==> src/rtl/instruction_cycle_pkg.sv <==
// Shared types and constants for the multi-cycle instruction sequencer.
package instruction_cycle_pkg;

  typedef enum logic [2:0] {
    IDLE      = 3'd0,
    FETCH     = 3'd1,
    DECODE    = 3'd2,
    EXECUTE   = 3'd3,
    MEMORY    = 3'd4,
    WRITEBACK = 3'd5,
    HALT      = 3'd6,
    ERROR     = 3'd7
  } state_e;

  localparam logic [3:0] DEFAULT_HALT_OPCODE = 4'hF;

  // Memory-class instructions are those with the opcode MSB set.
  function automatic logic is_mem_class(input logic op_msb, input logic mem_stage_en);
    return op_msb & mem_stage_en;
  endfunction

endpackage

==> src/rtl/mem_wait_timer.sv <==
// Counts wait cycles of a pending memory request and flags when the allowance runs out.
module mem_wait_timer #(
  parameter int unsigned MEM_WAIT_MAX = 16
) (
  input  logic clk,
  input  logic rst_n,
  input  logic clear,
  input  logic enable,
  input  logic ack,
  output logic expire
);

  localparam int unsigned WAIT_W = (MEM_WAIT_MAX > 2) ? $clog2(MEM_WAIT_MAX) : 1;

  logic [WAIT_W-1:0] wait_cnt;

  // Expires on the last allowed cycle only if ack is still absent; zero disables it.
  assign expire = (MEM_WAIT_MAX != 0) && enable && !ack &&
                  (wait_cnt == WAIT_W'(MEM_WAIT_MAX - 1));

  always_ff @(posedge clk or negedge rst_n) begin
    if (!rst_n) begin
      wait_cnt <= '0;
    end else if (clear) begin
      wait_cnt <= '0;
    end else if ((MEM_WAIT_MAX != 0) && enable && !ack && !expire) begin
      wait_cnt <= wait_cnt + WAIT_W'(1);
    end
  end

endmodule

==> src/rtl/instruction_cycle_ctrl.sv <==
// Fetch/decode/execute/memory/writeback sequencer with memory handshake timeout,
// execute stall, halt opcode and retired-instruction counter.
module instruction_cycle_ctrl
  import instruction_cycle_pkg::*;
#(
  parameter int unsigned          OPCODE_W     = 4,
  parameter logic [OPCODE_W-1:0]  HALT_OPCODE  = OPCODE_W'(DEFAULT_HALT_OPCODE),
  parameter bit                   MEM_STAGE_EN = 1'b1,
  parameter int unsigned          MEM_WAIT_MAX = 16,
  parameter int unsigned          CNT_W        = 16
) (
  input  logic                clk,
  input  logic                reset,
  input  logic                start,
  input  logic                mem_ack,
  input  logic                stall,
  input  logic [OPCODE_W-1:0] opcode,
  output logic                fetch,
  output logic                decode,
  output logic                execute,
  output logic                memory,
  output logic                writeback,
  output logic                mem_req,
  output logic                ir_load,
  output logic                pc_inc,
  output logic                halted,
  output logic                timeout_err,
  output logic [CNT_W-1:0]    instr_count
);

  state_e state_q, state_d;
  logic   mem_op_q;
  logic   in_wait;
  logic   wait_clear;
  logic   wait_expire;

  assign in_wait    = (state_q == FETCH) || (state_q == MEMORY);
  assign wait_clear = ((state_d == FETCH) || (state_d == MEMORY)) && !in_wait;

  mem_wait_timer #(
    .MEM_WAIT_MAX (MEM_WAIT_MAX)
  ) u_wait_timer (
    .clk    (clk),
    .rst_n  (reset),
    .clear  (wait_clear),
    .enable (in_wait),
    .ack    (mem_ack),
    .expire (wait_expire)
  );

  // Next-state; ir_load/pc_inc fire in the FETCH cycle that sees the ack.
  always_comb begin
    state_d = state_q;
    ir_load = 1'b0;
    pc_inc  = 1'b0;
    case (state_q)
      IDLE:      if (start) state_d = FETCH;
      FETCH: begin
        if (mem_ack) begin
          state_d = DECODE;
          ir_load = 1'b1;
          pc_inc  = 1'b1;
        end else if (wait_expire) begin
          state_d = ERROR;
        end
      end
      DECODE:    state_d = (opcode == HALT_OPCODE) ? HALT : EXECUTE;
      EXECUTE:   if (!stall) state_d = mem_op_q ? MEMORY : WRITEBACK;
      MEMORY: begin
        if (mem_ack)          state_d = WRITEBACK;
        else if (wait_expire) state_d = ERROR;
      end
      WRITEBACK: state_d = FETCH;
      HALT:      if (start) state_d = FETCH;
      ERROR:     state_d = ERROR;
      default:   state_d = IDLE;
    endcase
  end

  // State, decoded Moore outputs (registered from next state) and counters.
  always_ff @(posedge clk or negedge reset) begin
    if (!reset) begin
      state_q     <= IDLE;
      mem_op_q    <= 1'b0;
      instr_count <= '0;
      fetch       <= 1'b0;
      decode      <= 1'b0;
      execute     <= 1'b0;
      memory      <= 1'b0;
      writeback   <= 1'b0;
      mem_req     <= 1'b0;
      halted      <= 1'b0;
      timeout_err <= 1'b0;
    end else begin
      state_q <= state_d;
      if (state_q == DECODE) begin
        mem_op_q <= is_mem_class(opcode[OPCODE_W-1], MEM_STAGE_EN);
      end
      if (state_q == WRITEBACK) begin
        instr_count <= instr_count + CNT_W'(1);
      end
      fetch       <= (state_d == FETCH);
      decode      <= (state_d == DECODE);
      execute     <= (state_d == EXECUTE);
      memory      <= (state_d == MEMORY);
      writeback   <= (state_d == WRITEBACK);
      mem_req     <= (state_d == FETCH) || (state_d == MEMORY);
      halted      <= (state_d == HALT);
      timeout_err <= (state_d == ERROR);
    end
  end

endmodule

==> config.mk <==
export PLATFORM = sky130hd
export DESIGN_NAME = instruction_cycle_ctrl
export DESIGN_NICKNAME = d
export VERILOG_FILES = /design/src/rtl/instruction_cycle_pkg.sv /design/src/rtl/mem_wait_timer.sv /design/src/rtl/instruction_cycle_ctrl.sv
export SDC_FILE = /design/constraint.sdc
export NUM_CORES = 1
export LEC_CHECK = 0
export CORE_MARGIN = 4
export CORE_UTILIZATION = 25
export CTS_CLUSTER_DIAMETER = 100
export DETAILED_ROUTE_END_ITERATION = 12
export PLACE_DENSITY_LB_ADDON = 0.3
export SLEW_MARGIN = 20
export SYNTH_ARGS = -nofsm -noshare
export SYNTH_HDL_FRONTEND = slang
export SYNTH_HIERARCHICAL = 1
export SYNTH_SLANG_ARGS = --single-unit
==> constraint.sdc <==
create_clock -name clk -period 8.2 [get_ports clk]
set_input_delay 1.64 -clock clk [delete_from_list [all_inputs] [get_ports clk]]
set_output_delay 1.64 -clock clk [all_outputs]
set_load 0.02 [all_outputs]
==> run metrics, run 1 <==
top cell family by delay on the critical path buffers and inverters; CTS tree yes; max reg flops 16; core area 0.00635 sq mm; flop2flop setup slack 5.04 ns; Buf/Inv on CP 2; Avg WL per Cell 12.0 um; antenna-violating nets left 0; vias per inst 4.44; Slew headroom 64.4%; clock slew at reported path FFs 0.06 ns; worst slew pin tran 0.534 ns; Layout Cells excl Fill 261; Synth Cell Area 0.00163 sq mm; Clock Skew 0.00437 ns; Pre-antenna DRT Iters 3; flops & latches, synth 32; largest net degree at the start of global routing 33; final wirelength 3130 um; Post-Syn Instances 147; critical path peak fanout 8; final hold vios 0; FMAX 207 MHz; # DRC 0; crit path kind in2out; Mapped Nets 158; Synth warnings 6; Die ar. 0.00789 sq mm; PwrDens 298 mW/mm^2; Cell Chain, Critical Path clkdlybuf4s50_1, nor3b_1, clkdlybuf4s50_1; sequential share of the synthesized area 49.0%; Total Nets Final 195; RR Startpoint state_q[2]$_DFF_PN0_; Die Span Y 88.8 um; period utilization 59.0%; Num CTS Buffers 5; worst hold margin 0.474 ns; Hold WC Path Type reg2reg; RSZ-0062 raised after global routing no; first-pass GRT wire length 5260 um; clock sinks 32; max incr delay on CP 0.66 ns; Peak VDD IR 0.132 mV; post-synth cell types 50; Req. time, crit path 6.56 ns; Die W 88.8 um; post-CTS sizing 0; final-report setup violation count 0; Clock Tree Buf Depth 2; Starting DRT DRC Count 35; Port Buf Inserts 34; CTS root buf clkbuf_8; min-delay src instr_count[15]$_DFFE_PN0P_; initial antenna violation count 0; GRT Resource Usage Total 8.79%; cell mode on critical path clkdlybuf4s50_1; worst r2r dst u_wait_timer/wait_cnt[0]$_DFFE_PN0P_; RD Place Congestion 0.750; Synth area leader dfrtp_1; Post-synth ARST share 100%; Slowest-stage cell, CP clkdlybuf4s50_1; dpl cells 254; Top Registers instr_count x16, u_wait_timer/wait_cnt x4, state_q x3; num ports 35; status finished clean; Endpoint, Worst Hold instr_count[15]$_DFFE_PN0P_; share of cells above drive strength 1 14.1%; Post-CTS Setup Bufs 0; Via Count 1158; hold buffers post-CTS 0; Critical Path Start Type input pin; reg2reg path depth 11; Initial Util 25.7%; largest register by flop count instr_count; LEAKAGE 0.000895 uW; top cells by area, synth dfrtp_1 49%, xnor2_1 5.4%, nand3_1 3.1%; max cap viols 0; row cnt 29; total negative slack 0 ns; Synth Flop Type dfrtp_1; min Tclk post-route 4.84 ns; hold path depth 1; ant diodes 0; Mean Syn Cell Area 11.1 sq um; GRT Residual Overflow 0; Clock Latency Late Sink 0.27 ns; Critical Path AT 3.20 ns; CP Capture Type output pin; Slew Viols, Final 0; area grow syn2layout 28.9%; Yosys top cell area share 49.0%; Max H-tree Level 2; vias in the first global route 1152; EDFF count, synth 0; Detail Placement HPWL 2330 um
## placed cells by master, fill, tap and decap left out, types with 2 or more instances in the layout
master	n
ha_1	2
mux2i_1	2
inv_1	5
a21oi_1	5
clkbuf_8	5
mux2_2	2
xnor2_1	10
nand4_1	2
clkdlybuf4s50_1	34
nor3b_1	3
nor2_1	9
xor2_1	5
nor2b_1	2
nand2b_1	3
and3_1	3
nand3_1	10
and4_1	2
nand2_1	9
dfrtp_1	32
nor3_1	7
## where the power goes
group / internal [uW] / switching, uW
clock network: 57.6 / 53.4
logic: 130 / 139
registers: 196 / 51.6
## area by class of cell
class	instances	area, sq um
clock buffer	6	72.6
clock inverter	1	5.00
fill	652	4240
inverter	6	22.5
multi-input combinational	104	762
sequential	32	801
tap	77	96.3
timing repair buffer	35	348
## kinds of logic after synthesis
group                    count (synthesis)  synth area share (%)
XOR/XNOR                                15                  8.04
adder cells (fa/ha/maj)                  2                  1.53
AO/OA/AOI/OAI                           17                  8.12
multiplexers                             4                  2.60
AND/OR/NAND/NOR                         66                  26.3
flip-flops                              32                  49.0
buffers and inverters                   11                  4.36
## metrics by stage
stage	util, %	power (uW)	setup WS (ns)	cell area [sq um]
after floorplan	-	449	4.08	1630
after global placement	32.0	521	3.41	2030
after detailed placement	32.0	524	3.37	2030
after CTS	33.2	639	3.35	2110
after global routing	33.2	681	3.28	2110
final	33.2	627	3.36	2110
## synthesized netlist by cell type (2+ instances only)
cell type and number:
dfrtp_1 32, nand3_1 10, xnor2_1 10, nand2_1 9
nor2_1 9, nor3_1 7, a21oi_1 5, inv_1 5
xor2_1 5, and3_1 3, buf_4 3, nand2b_1 3
nor3b_1 3, and4_1 2, ha_1 2, mux2_2 2
mux2i_1 2, nand4_1 2, nor2b_1 2
## per-layer routing
layer | vias to the layer above | track usage, % | wire, um
li1 | 593 | - | -
met1 | 532 | 11.8 | 1530
met2 | 29 | 13.4 | 1380
met3 | 4 | 2.89 | 175
met4 | 0 | 2.88 | 36
met5 | - | 0 | 0
## how the worst max path moves through the flow
stage / start / to / slack (ns) / cells after the start
floorplan: mem_ack / pc_inc / 4.08 / 2
finish: mem_ack / pc_inc / 3.36 / 3
detailed placement: mem_ack / pc_inc / 3.37 / 3
CTS: mem_ack / pc_inc / 3.35 / 3
global placement: mem_ack / pc_inc / 3.41 / 3
global route: mem_ack / pc_inc / 3.28 / 3
(Power assumes the default switching activity.)
==> inputs of run 2 (changes only) <==
Clock period 8.2 ns to 4.3 ns, I/O delays scaled along.
==> run 2 against run 1 <==
Final cell count stayed put. Via count rose by 2.2%. Register-to-register slack lost 4.0 ns. Critical endpoint unchanged. Flip-flop and latch count did not move. Clock-buffer cell count is the same. First-iteration DRC count down 31%. Sequential power grew 91%. Setup slack got worse by 2.3 ns.
==> run metrics, run 2 (synthesis results as in run 1) <==
core area 0.00635 sq mm; PwrDens 569 mW/mm^2; Slew Viols, Final 0; max incr delay on CP 0.66 ns; Post-CTS Setup Bufs 0; Num CTS Buffers 5; ant diodes 0; Die Span Y 88.8 um; most frequent cells in the layout 34 x clkdlybuf4s50_1, 32 x dfrtp_1, 10 x nand3_1, 10 x xnor2_1; worst slew pin tran 0.532 ns; row cnt 29; Clock Tree Buf Depth 2; Setup crit start mem_ack; vias per inst 4.54; cell mode on critical path clkdlybuf4s50_1; Port Buf Inserts 34; Total Nets Final 195; post-CTS sizing 0; LEAKAGE 0.000895 uW; register area 801 sq um; FMAX 307 MHz; cell area after layout 0.00211 sq mm; Initial Util 25.7%; RSZ-0062 raised after global routing no; Avg WL per Cell 12.4 um; period utilization 75.7%; clock sinks 32; Slowest-stage cell, CP clkdlybuf4s50_1; most common cell after layout, fill and taps aside clkdlybuf4s50_1; max cap viols 0; share of cells above drive strength 1 14.1%; max reg flops 16; Critical Path Start Type input pin; Slew headroom 64.5%; Pre-antenna DRT Iters 4; RD Place Congestion 0.788; # DRC 0; Via Count 1184; Die W 88.8 um; final hold vios 0; final wirelength 3230 um; Area after DPL 0.00203 sq mm; min Tclk post-route 3.25 ns; vias in the first global route 1228; CTS tree yes; Clock Skew 0.00319 ns; final-report setup violation count 0; critical path peak fanout 8; antenna-violating nets left 0; Hold WC Path Type reg2reg; GRT Residual Overflow 0; Starting DRT DRC Count 24; crit path kind in2out; Clock Latency Late Sink 0.28 ns; largest net degree at the start of global routing 33; Peak VDD IR 0.229 mV; total negative slack 0 ns; multi-input logic area 762 sq um; Top Registers instr_count x16, u_wait_timer/wait_cnt x4, state_q x3; CTS root buf clkbuf_8; num ports 35; initial antenna violation count 0; largest register by flop count instr_count; Detail Placement HPWL 2420 um; area grow syn2layout 28.9%; status finished clean; hold buffers post-CTS 0; Critical Path AT 2.39 ns; GRT Resource Usage Total 9.33%; CP Capture Type output pin; Die ar. 0.00789 sq mm; Req. time, crit path 3.44 ns; Max H-tree Level 2; RR Startpoint state_q[2]$_DFF_PN0_; first-pass GRT wire length 5540 um; Fillers 642; min-delay src instr_count[15]$_DFFE_PN0P_; clock slew at reported path FFs 0.06 ns; Cell Chain, Critical Path clkdlybuf4s50_1, nor3b_1, clkdlybuf4s50_1; Final Power 1200 uW
run 2: cell counts in the layout (fill, tap and decap cells not counted):
Identical to the previous run, type by type.
run 2: final timing paths:
kind | endpoint | slack [ns] | cells past startpoint
max reg2reg | u_wait_timer/wait_cnt[0]$_DFFE_PN0P_ | 1.09 | 11
max in group asynchronous | fetch$_DFF_PN0_ | 3.02 | 2
max | pc_inc | 1.05 | 3
min in group asynchronous | instr_count[3]$_DFFE_PN0P_ | 0.99 | 2
min | instr_count[15]$_DFFE_PN0P_ | 0.47 | 1
min reg2reg | instr_count[15]$_DFFE_PN0P_ | 0.47 | 1
run 2: final cells by class:
type | instances | share of cell area (%)
clock buffer | 6 | 3.44
clock inverter | 1 | 0.238
inverter | 6 | 1.07
multi-input combinational | 104 | 36.2
sequential | 32 | 38.0
tap | 77 | 4.57
timing repair buffer | 35 | 16.5
run 2: critical path, delay by kind of cell:
family	cells	cell delay, ns
simple gates	1	0.27
buf+inv	2	1.26
run 2: where the power goes:
group	switching [uW]	total, uW	internal [uW]
Combinational	265	513	247
Clock	103	213	110
Sequential	98.9	473	374
run 2: stage by stage:
stage / worst slack [ns] / hold WS, ns / utilization [%] / instances
finish: 1.05 / 0.472 / 33.2 / 261
global route: 0.668 / 0.507 / 33.2 / 261
CTS: 1.03 / 0.480 / 33.2 / 261
detailed placement: 0.817 / 0.472 / 32.0 / 254
global placement: 0.888 / 0.464 / 32.0 / 254
floorplan: 1.59 / 0.502 / - / 147
run 2: metal layers:
metal,vias up,GRT usage (%),wire length (um)
met3,7,2.98,202
met2,32,14.9,1500
met5,-,0,0
li1,586,-,-
met1,559,11.3,1470
met4,0,4.53,57
